===== src/rtl/trigger_ctrl.sv =====
// Trigger controller: qualifies masked channel/protocol triggers (AND/OR), fires on the
// Nth rising edge of the qualified condition, then counts post-trigger samples to done.
module trigger_ctrl #(
  parameter int unsigned NUM_CH = 5,
  parameter int unsigned OCC_W  = 8,
  parameter int unsigned CNT_W  = 16
) (
  input  logic              clk,
  input  logic              rst_n,
  input  logic              armed,
  input  logic [NUM_CH-1:0] ch_trig,
  input  logic [NUM_CH-1:0] ch_mask,
  input  logic              prot_trig,
  input  logic              prot_en,
  input  logic              trig_mode,
  input  logic [OCC_W-1:0]  occ_target,
  input  logic [CNT_W-1:0]  post_cnt,
  input  logic              smpl_en,
  output logic              triggered,
  output logic              capture_done,
  output logic [OCC_W-1:0]  occ_cnt,
  output logic [CNT_W-1:0]  post_smpl_cnt,
  output logic [1:0]        trig_state
);

  typedef enum logic [1:0] {
    IDLE  = 2'd0,
    ARMED = 2'd1,
    TRIG  = 2'd2,
    DONE  = 2'd3
  } state_t;

  state_t            state;

  logic [NUM_CH-1:0] mask_q;
  logic              pen_q;
  logic              mode_q;
  logic [OCC_W-1:0]  occ_tgt_q;
  logic [CNT_W-1:0]  post_q;

  logic              cond_q;
  logic              cond;
  logic              evt;

  logic [NUM_CH-1:0] mask_e;
  logic              pen_e;
  logic              mode_e;

  logic [OCC_W-1:0]  eff_tgt;
  logic [OCC_W:0]    occ_inc;
  logic [CNT_W-1:0]  smpl_inc;

  // In IDLE the live config is evaluated, so cond_q captured on the arming edge already
  // reflects the config being latched; a condition true at arming then yields no event.
  always_comb begin
    if (state == IDLE) begin
      mask_e = ch_mask;
      pen_e  = prot_en;
      mode_e = trig_mode;
    end else begin
      mask_e = mask_q;
      pen_e  = pen_q;
      mode_e = mode_q;
    end

    if ((mask_e == '0) && !pen_e) begin
      cond = 1'b0;
    end else if (mode_e) begin
      cond = (|(ch_trig & mask_e)) | (prot_trig & pen_e);
    end else begin
      cond = (&(ch_trig | ~mask_e)) & (prot_trig | ~pen_e);
    end
  end

  assign evt      = cond & ~cond_q;
  assign eff_tgt  = (occ_tgt_q == '0) ? OCC_W'(1) : occ_tgt_q;
  assign occ_inc  = {1'b0, occ_cnt} + (OCC_W + 1)'(1);
  assign smpl_inc = post_smpl_cnt + CNT_W'(1);

  assign trig_state = state;

  always_ff @(posedge clk or negedge rst_n) begin
    if (!rst_n) begin
      state         <= IDLE;
      triggered     <= 1'b0;
      capture_done  <= 1'b0;
      occ_cnt       <= '0;
      post_smpl_cnt <= '0;
      cond_q        <= 1'b0;
      mask_q        <= '0;
      pen_q         <= 1'b0;
      mode_q        <= 1'b0;
      occ_tgt_q     <= '0;
      post_q        <= '0;
    end else begin
      cond_q <= cond;

      unique case (state)
        IDLE: begin
          triggered     <= 1'b0;
          capture_done  <= 1'b0;
          occ_cnt       <= '0;
          post_smpl_cnt <= '0;
          if (armed) begin
            state     <= ARMED;
            mask_q    <= ch_mask;
            pen_q     <= prot_en;
            mode_q    <= trig_mode;
            occ_tgt_q <= occ_target;
            post_q    <= post_cnt;
          end
        end

        ARMED: begin
          if (!armed) begin
            state   <= IDLE;
            occ_cnt <= '0;
          end else if (evt) begin
            occ_cnt <= occ_inc[OCC_W-1:0];
            if (occ_inc >= {1'b0, eff_tgt}) begin
              state     <= TRIG;
              triggered <= 1'b1;
            end
          end
        end

        TRIG: begin
          if (!armed) begin
            state         <= IDLE;
            triggered     <= 1'b0;
            occ_cnt       <= '0;
            post_smpl_cnt <= '0;
          end else if (post_q == '0) begin
            state        <= DONE;
            triggered    <= 1'b0;
            capture_done <= 1'b1;
          end else if (smpl_en) begin
            post_smpl_cnt <= smpl_inc;
            if (smpl_inc == post_q) begin
              state        <= DONE;
              triggered    <= 1'b0;
              capture_done <= 1'b1;
            end
          end
        end

        DONE: begin
          if (!armed) begin
            state         <= IDLE;
            capture_done  <= 1'b0;
            occ_cnt       <= '0;
            post_smpl_cnt <= '0;
          end
        end

        default: state <= IDLE;
      endcase
    end
  end

endmodule


===== config.mk =====
export PLATFORM = sky130hd
export DESIGN_NAME = trigger_ctrl
export DESIGN_NICKNAME = d
export VERILOG_FILES = /design/src/rtl/trigger_ctrl.sv
export SDC_FILE = /design/constraint.sdc
export NUM_CORES = 1
export LEC_CHECK = 0
export ABC_AREA = 1
export BUFFER_PORTS_ARGS = -buffer_cell sky130_fd_sc_hd__buf_2
export CAP_MARGIN = 20
export CORE_ASPECT_RATIO = 0.7
export CORE_MARGIN = 5
export CORE_UTILIZATION = 51
export CTS_CLUSTER_DIAMETER = 200
export DETAILED_ROUTE_END_ITERATION = 10
export GPL_ROUTABILITY_DRIVEN = 0
export GPL_TIMING_DRIVEN = 0
export PLACE_DENSITY = 0.77
export SKIP_CTS_REPAIR_TIMING = 1
export SLEW_MARGIN = 5
export SYNTH_ARGS = -nofsm -noshare
export SYNTH_HDL_FRONTEND = slang
export SYNTH_SLANG_ARGS = --single-unit

===== constraint.sdc =====
create_clock -name clk -period 2.3 [get_ports clk]
set_input_delay 0.115 -clock clk [delete_from_list [all_inputs] [get_ports clk]]
set_output_delay 0.115 -clock clk [all_outputs]
set_load 0.1 [all_outputs]

==> run_results.csv, run 1 <==
group,metric,value,unit
synthesis,ys_warn_count,0,
timing,fmax,403,MHz
critical_path,start_kind,"flip-flop",
floorplanning,die_w,113,um
layout,area_delta_synth_final,23.8,%
drt,wl_per_cell,14.6,um
layout,final_cell_mix,"nand2_1 (146), inv_1 (70), buf_2 (69)",
cts,clk_path_buf_depth,2,
timing,finalHoldViolCount,0,
timing,max-slew-margin-rel,47.7,%
layout,stdcell_area,0.00473,mm^2
layout,fin_util,64.9,%
synthesis,synth_top_cell_area_share,39.3,%
drt,first_pass_iters,5,
layout,layout_commonest_cell,"nand2_1",
run_status,violations,"setup timing",
run_status,status,"complete, but fails checks",
grt,busiest_layer,"met2",
critical_path,timing.rr.start,"occ_cnt[1]",
critical_path,end_kind,"flip-flop",
synthesis,synthMuxAreaShare,1.77,%
cts,cts_root_buf,"clkbuf_8",
synthesis,synth_area_leader_cell,"dfrtp_1",
floorplanning,io_pins,69,
timing,finalMaxSlewViolations,0,
grt,grt_usage,22.6,%
synthesis,synth-seq-area-share,39.3,%
drt,drc,0,
floorplanning,row_count,26,
timing,setup_viol,3,
drt,vias,3904,
drt,wirelength,10600,um
grt,grt_pass1_vias,3505,
power,finalPower,5.05,mW
timing,tightestPinTransition,785,ps
drt,initialDrtViolationCount,325,
critical_path,crit_start,"occ_cnt[1]",
critical_path,cp_max_fo,3,
floorplanning,dieArea,0.00934,mm^2
drt,antenna_left,0,
placed_design,place_area,0.00437,mm^2
placed_design,io_buffers,68,
floorplanning,die_h,82.4,um
layout,diodes,0,
synthesis,synth_compound_area_share,9.18,%
timing,grt_setup_unrepaired,"true",
grt,grt_util_met2,34.9,%
synthesis,synth_nets,587,
grt,antenna_found_initial,0,
cts,htreeDepth,3,
synthesis,synth_xor_xnor_area_share,2.30,%
critical_path,cp.arrival,2710,ps
synthesis,synth-simple-area-share,33.7,%
cts,clk_pin_slew_worst_paths,70,ps
synthesis,syn_inst,532,
timing,fin_crit_sh,108,%
synthesis,synth.avg_cell_area,7.17,um^2
synthesis,synth.ff_latch_count,60,
power,peakVddDrop,0.000767,V
cts,tritoncts,"built",
synthesis,synth_top_family_by_area,"simple AND/OR/NAND/NOR gates",
synthesis,yosys.area_share.adder,4.59,%
timing,fin_crit,2480,ps
critical_path,required,2530,ps
timing,skew,8.76,ps
layout,fin_cells,723,
placed_design,dp_hpwl,7710,um
floorplanning,start_util,52.4,%
grt,met1_usage,31.7,%
power,p_leak,2.52,nW
timing,whs,12.8,ps
cts,clock_latency,350,ps
synthesis,synth_area,0.00382,mm^2
synthesis,synthTopCellsByArea,"dfrtp_1 (39%), nand2_1 (15%), inv_1 (7.3%), nand3_1 (7.1%), nor2_1 (5.0%)",
placed_design,placedCellCount,698,
timing,final.setup.worst_slack,-180,ps
floorplanning,coreArea,0.00729,mm^2
grt,grt_overflow,0,
flow_run,maxCapViolations,0,
grt,grt_pass1_wl,16600,um
synthesis,synthDistinctLibCells,33,
critical_path,path_class,"flip-flop to flip-flop",
grt,grt_max_degree,61,
cts,numCtsBuffers,9,
drt,via_per_inst,5.40,
layout,layout.nets,675,
min_path,min_from,"post_cnt[9]",
power,p_per_area,1070,mW/mm^2
min_path,worstHoldPathType,"input port to flip-flop",
cts,clkSinkCount,60,
layout,final_layout_size_suffix_gt1_share,25.1,%
grt,gr-usage-met3,5.39,%
[final timing paths]
kind	to	slack [ps]	cells after the start
max	trig_state[1]	-180	14
min	post_q[9]	10	3
max reg2reg	trig_state[1]	-180	14
min reg2reg	triggered	480	2
max in group asynchronous	occ_cnt[2]	1310	2
min in group asynchronous	mask_q[3]	390	2
[cells in the mapped netlist (all sizes together)]
cell type,n
buf,4
a41o,1
nor3,4
clkbuf,7
nand4,12
a21boi,1
o21ai,19
xor2,8
dfrtp,60
inv,75
nor4,2
a21oi,30
nand3b,1
xnor2,2
o22ai,9
mux2,6
clkinv,2
nand3,56
a31oi,2
o21a,1
nand2,155
nor2,60
ha,14
o31ai,1
[registers in the layout, summed over array words and instances, names as in the netlist]
name,count
cond_q,1
pen_q,1
post_smpl_cnt,16
mask_q,5
capture_done,1
occ_tgt_q,8
occ_cnt,8
post_q,16
trig_state,2
triggered,1
mode_q,1
[where the power goes]
group | leakage, nW | internal [mW] | switching, mW
registers | 0.724 | 1.39 | 0.190
logic | 1.69 | 0.820 | 1.71
clock network | 0.105 | 0.507 | 0.440
[per-stage QoR]
step | TNS, ps | worst slack (ps)
final | -472 | -180
after global routing | -1440 | -323
after CTS | -891 | -335
after detailed placement | -780 | -295
after global placement | -689 | -260
after floorplan | -718 | -255
[routing by layer]
metal	routed length [um]	part of all wire, %	vias to the layer above
li1	-	-	1891
met1	4800	45	1831
met2	4640	44	166
met3	954	9.0	16
met4	157	1.5	0
met5	0	0	-
[cell type report]
class | count | area (um^2)
fill | 621 | 2560
multi-input combinational | 384 | 2100
sequential | 60 | 1530
timing repair buffer | 77 | 413
inverter | 77 | 298
clock buffer | 13 | 179
tap | 98 | 123
buffer | 11 | 66.3
clock inverter | 3 | 18.8
[critical path: stages, from the launching register on]
cell and delay [ps]:
dfrtp_4 450, inv_4 50, nor3_4 220, nand3_2 130
nor3_2 130, xor2_1 220, ha_1 290, inv_1 70
nor2_1 50, a31oi_2 240, nand3_4 140, nor2_4 140
nor3_4 50, nand3_1 100, nand2_1 70
[logic make-up (layout without fill, tap and decap cells)]
| group | count (synthesis) | count (layout) |
|---|---|---|
| buffers and inverters | 88 | 181 |
| adder cells (fa/ha/maj) | 14 | 14 |
| flip-flops | 60 | 60 |
| AND/OR/NAND/NOR | 290 | 290 |
| AO/OA/AOI/OAI | 64 | 64 |
| XOR/XNOR | 10 | 10 |
| multiplexers | 6 | 6 |
(Power assumes the default switching activity.)
==> inputs of run 2 (changes only) <==
--- a/config.mk
+++ b/config.mk
@@ -16,7 +16,7 @@
 export GPL_ROUTABILITY_DRIVEN = 0
 export GPL_TIMING_DRIVEN = 0
 export PLACE_DENSITY = 0.77
-export SKIP_CTS_REPAIR_TIMING = 1
+export SKIP_LAST_GASP = 1
 export SLEW_MARGIN = 5
 export SYNTH_ARGS = -nofsm -noshare
 export SYNTH_HDL_FRONTEND = slang
==> run_results.csv, run 2 (synthesis results as in run 1) <==
group,metric,value,unit
power,finalPower,5.05,mW
critical_path,reg2reg_slack,-140,ps
critical_path,required,2530,ps
layout,final_layout_size_suffix_gt1_share,24.7,%
critical_path,crit_start,"occ_cnt[1]",
floorplanning,io_pins,69,
power,p_leak,2.51,nW
floorplanning,coreArea,0.00729,mm^2
cts,clkSinkCount,60,
grt,grt_max_degree,61,
critical_path,path_class,"flip-flop to flip-flop",
cts,clk_pin_slew_worst_paths,70,ps
critical_path,cpLargestDelayFamily,"simple AND/OR/NAND/NOR gates",
cts,tritoncts,"built",
run_status,status,"complete, but fails checks",
critical_path,worst_path_max_delay_cell,"dfrtp_4",
timing,final.setup.worst_slack,-140,ps
drt,initialDrtViolationCount,365,
timing,fin_crit,2440,ps
cts,clock_latency,350,ps
placed_design,io_buffers,68,
timing,finalMaxSlewViolations,0,
critical_path,crit_end,"trig_state[1]",
critical_path,start_kind,"flip-flop",
drt,via_per_inst,5.36,
cts,cts_root_buf,"clkbuf_8",
floorplanning,row_count,26,
cts,clk_path_buf_depth,2,
timing,tightestPinTransition,781,ps
drt,vias,3870,
grt,grt_pass1_vias,3539,
flow_run,maxCapViolations,0,
layout,layout_commonest_cell,"nand2_1",
layout,top_regs,"post_q: 16 flops, post_smpl_cnt: 16 flops",
drt,drc,0,
critical_path,crit_chain,"inv_2, nor3_4, nand3_2, nor3_2, xor2_1, ha_1, inv_1, nor2_1, a31oi_1, nand3_2, nor2_4, nor3_4, nand3_1, nand2_1",
timing,fmax,410,MHz
critical_path,cp.arrival,2670,ps
layout,diodes,0,
layout,nFillCells,619,
floorplanning,dieArea,0.00934,mm^2
floorplanning,start_util,52.4,%
drt,first_pass_iters,5,
critical_path,path_depth,14,
timing,max-slew-margin-rel,47.9,%
critical_path,end_kind,"flip-flop",
cts,htreeDepth,3,
timing,skew,8.36,ps
min_path,worstHoldPathType,"input port to flip-flop",
layout,final_cell_mix,"nand2_1 (147), inv_1 (71), buf_2 (69)",
power,p_per_area,1070,mW/mm^2
critical_path,cp_max_fo,3,
grt,antenna_found_initial,0,
critical_path,rr_endpoint,"trig_state[1]",
timing,grt_setup_unrepaired,"true",
drt,wl_per_cell,14.4,um
floorplanning,die_w,113,um
layout,layout.nets,674,
placed_design,dp_hpwl,7710,um
floorplanning,die_h,82.4,um
run_status,violations,"setup timing",
critical_path,rr_worst_depth,14,
layout,fin_cells,722,
layout,area_delta_synth_final,23.3,%
placed_design,placedCellCount,698,
timing,setup_viol,3,
cts,numCtsBuffers,9,
critical_path,slowest_delay,440,ps
drt,wirelength,10400,um
timing,finalHoldViolCount,0,
grt,grt_pass1_wl,16800,um
grt,grt_usage,22.9,%
timing,fin_crit_sh,106,%
power,peakVddDrop,0.000745,V
critical_path,timing.rr.start,"occ_cnt[1]",
placed_design,pre_cts_ws,-295,ps
grt,grt_overflow,0,
drt,antenna_left,0,
critical_path,path_buf_inv,2,
timing,whs,13.5,ps
==> run 2: area by class of cell <==
type,instances,area [um^2],share of cell area [%]
clock inverter,3,18.8,0.399
multi-input combinational,384,2080,44.3
inverter,77,295,6.27
buffer,11,66.3,1.41
clock buffer,13,179,3.80
tap,98,123,2.61
sequential,60,1530,32.6
timing repair buffer,76,409,8.69
==> run 2: per-layer routing <==
layer | GRT usage (%) | wire [um] | vias to the layer above | share of wire (%)
li1 | - | - | 1892 | -
met1 | 31.9 | 4820 | 1804 | 46
met2 | 35.4 | 4520 | 156 | 43
met3 | 5.39 | 934 | 18 | 9.0
met4 | 7.44 | 158 | 0 | 1.5
met5 | 0 | 0 | - | 0
==> run 2: worst min-delay path by stage <==
stage                start           end  cells past startpoint
2_1_floorplan        rst_n  capture_done                      0
3_3_place_gp   post_cnt[9]     post_q[9]                      3
3_5_place_dp         rst_n     mask_q[3]                      1
4_1_cts        post_cnt[8]     post_q[8]                      3
5_1_grt        post_cnt[9]     post_q[9]                      3
6_report       post_cnt[9]     post_q[9]                      3
==> run 2: repair_timing <==
action	4_1_cts	5_1_grt
pin swaps	6	4
resized for setup	9	17
hold endpoints to repair	60	0
buffers inserted	3	3
cloned	0	1
setup endpoints to repair	3	47
hold buffers	1	0
==> run 2: where the power goes <==
part / internal (mW) / leakage (nW) / switching (mW)
sequential: 1.39 / 0.724 / 0.201
combinational: 0.823 / 1.68 / 1.69
clock: 0.507 / 0.105 / 0.441
==> run 2: worst reg2reg max path, delay by kind of cell, from the launching register on <==
family | cells | cell delay [ps]
XOR/XNOR | 1 | 230
adder cells (fa/ha/maj) | 1 | 290
flip-flops | 1 | 440
AO/OA/AOI/OAI | 1 | 200
buffers and inverters | 2 | 120
AND/OR/NAND/NOR | 9 | 1030
==> run 2: metrics by stage <==
step,util (%),area [um^2],TNS [ps]
2_1_floorplan,-,3910,-718
3_3_place_gp,60.0,4370,-689
3_5_place_dp,60.0,4370,-780
4_1_cts,63.6,4630,-305
5_1_grt,64.6,4710,-1540
6_report,64.6,4710,-394
==> inputs of run 3 (changes only) <==
--- a/config.mk
+++ b/config.mk
@@ -9,13 +9,13 @@
 export BUFFER_PORTS_ARGS = -buffer_cell sky130_fd_sc_hd__buf_2
 export CAP_MARGIN = 20
 export CORE_ASPECT_RATIO = 0.7
-export CORE_MARGIN = 5
-export CORE_UTILIZATION = 51
+export CORE_MARGIN = 1
+export CORE_UTILIZATION = 56
 export CTS_CLUSTER_DIAMETER = 200
 export DETAILED_ROUTE_END_ITERATION = 10
 export GPL_ROUTABILITY_DRIVEN = 0
 export GPL_TIMING_DRIVEN = 0
-export PLACE_DENSITY = 0.77
+export PLACE_DENSITY = 0.8
 export SKIP_LAST_GASP = 1
 export SLEW_MARGIN = 5
 export SYNTH_ARGS = -nofsm -noshare
==> constraint.sdc (replaced) <==
create_clock -name clk -period 2.25 [get_ports clk]
set_input_delay 0.1125 -clock clk [delete_from_list [all_inputs] [get_ports clk]]
set_output_delay 0.1125 -clock clk [all_outputs]
set_load 0.1 [all_outputs]
==> run_results.csv, run 3 (synthesis results as in run 1) <==
group,metric,value,unit
drt,drc,0,
placed_design,io_buffers,68,
timing,finalMaxSlewViolations,0,
drt,wl_per_cell,15.3,um
drt,initialDrtViolationCount,301,
power,seq_power_share,30.4,%
timing,max-slew-margin-rel,49.1,%
cts,numCtsBuffers,9,
timing,skew,14.6,ps
cts,clock_latency,350,ps
timing,final.setup.worst_slack,-337,ps
critical_path,start_kind,"flip-flop",
grt,grt_pass1_wl,17500,um
run_status,violations,"setup timing",
run_status,status,"complete, but fails checks",
timing,whs,4.29,ps
power,p_clk_share,15.8,%
power,internal_power,2.91,mW
critical_path,path_class,"flip-flop to flip-flop",
layout,diodes,0,
layout,layout.nets,688,
power,peakVddDrop,0.00115,V
timing,tightestPinTransition,764,ps
floorplanning,io_pins,69,
layout,fin_cells,729,
power,p_per_area,1110,mW/mm^2
layout,nFillCells,466,
timing,fin_crit_sh,115,%
timing,setup_tns,-958,ps
grt,grt_overflow,0,
power,finalPower,5.44,mW
cts,tritoncts,"built",
floorplanning,row_count,24,
floorplanning,start_util,59.7,%
timing,setup_viol,4,
layout,final_layout_size_suffix_gt1_share,29.9,%
grt,grt_usage,31.8,%
timing,finalHoldViolCount,0,
placed_design,placedCellCount,691,
power,combPwrFrac,53.8,%
drt,wirelength,11100,um
min_path,worstHoldPathType,"input port to flip-flop",
layout,area_delta_synth_final,28.6,%
cts,clkSinkCount,60,
timing,grt_setup_unrepaired,"true",
layout,seq_area,0.00154,mm^2
cts,htreeDepth,3,
drt,vias,4011,
power,sw_frac_of_total,46.5,%
timing,fin_crit,2590,ps
power,p_leak,2.57,nW
critical_path,end_kind,"flip-flop",
timing,fmax,387,MHz
layout,multiInputGateArea,0.00217,mm^2
critical_path,cp.arrival,2810,ps
layout,layout_commonest_cell,"nand2_1",
floorplanning,die_w,101,um
cts,clk_path_buf_depth,2,
critical_path,cp_max_fo,4,
flow_run,maxCapViolations,0,
placed_design,dp_hpwl,7560,um
grt,grt_max_degree,61,
drt,via_per_inst,5.50,
layout,final_cell_mix,"nand2_1 (141), inv_1 (69), buf_2 (69)",
critical_path,required,2470,ps
power,switchingPower,2.53,mW
floorplanning,dieArea,0.00715,mm^2
drt,antenna_left,0,
grt,grt_pass1_vias,3727,
floorplanning,die_h,71.1,um
drt,first_pass_iters,5,
layout,top_regs,"post_q: 16 flops, post_smpl_cnt: 16 flops",
cts,cts_root_buf,"clkbuf_8",
grt,antenna_found_initial,0,
cts,clk_pin_slew_worst_paths,70,ps
floorplanning,coreArea,0.00640,mm^2
run 3: critical path, cell delays in order (launching register included):
cell      delay [ps]
dfrtp_4          460
inv_2             70
nor3_4           200
nand3_2          130
xor2_1           160
inv_1            110
ha_4             280
nand2_2           80
nor3_4           180
a21boi_2          90
nand2_1           60
nand2_1           80
nand3_4          100
nand3_2           80
a21oi_2          150
nand2_1           70
nand2_1           70
nand2_1           70
run 3: final timing paths:
kind	from	to	slack, ps	cells past startpoint
setup / recovery	occ_cnt[0]	triggered	-340	17
hold / removal	occ_target[6]	occ_tgt_q[6]	4	3
setup reg to reg	occ_cnt[0]	triggered	-340	17
hold reg to reg	capture_done	capture_done	500	2
max in group asynchronous	rst_n	trig_state[1]	1270	2
min in group asynchronous	rst_n	occ_cnt[3]	380	2
run 3: what timing repair did:
action / in CTS / in global routing
cloned: 0 / 2
setup buffers: 5 / 15
pin swaps: 14 / 6
hold buffers: 1 / 0
resized for setup: 16 / 44
hold endpoints to repair: 60 / 0
setup endpoints to repair: 15 / 37
run 3: per-stage QoR:
stage | worst slack [ps] | utilization (%) | cell area, um^2
finish | -337 | 76.7 | 4910
CTS | -193 | 72.7 | 4650
global route | -468 | 76.7 | 4910
detailed placement | -342 | 68.4 | 4370
floorplan | -305 | - | 3920
global placement | -295 | 68.3 | 4370
run 3: layout make-up:
cell class                      instances  share of cell area (%)
Multi-Input combinational cell        384                    44.1
Sequential cell                        60                    31.4
Timing Repair Buffer                   91                    11.2
Inverter                               77                    6.30
Clock buffer                           13                    3.03
Tap cell                               91                    2.32
Buffer                                 10                    1.27
Clock inverter                          3                   0.306
run 3: layer usage:
metal	vias to the layer above	part of all wire, %	global-route usage [%]
li1	1911	-	-
met1	1894	43	43.7
met2	177	46	49.7
met3	29	8.5	8.30
met4	0	1.9	9.66
met5	-	0	0
run 3: power groups by stage:
stage / logic [mW] / registers (mW) / clock network (mW)
after CTS: 2.45 / 1.64 / 0.867
after global placement: 2.26 / 1.64 / 0
after detailed placement: 2.34 / 1.65 / 0
after global routing: 3.20 / 1.69 / 0.912
after floorplan: 1.48 / 1.92 / 0
final: 2.93 / 1.65 / 0.860
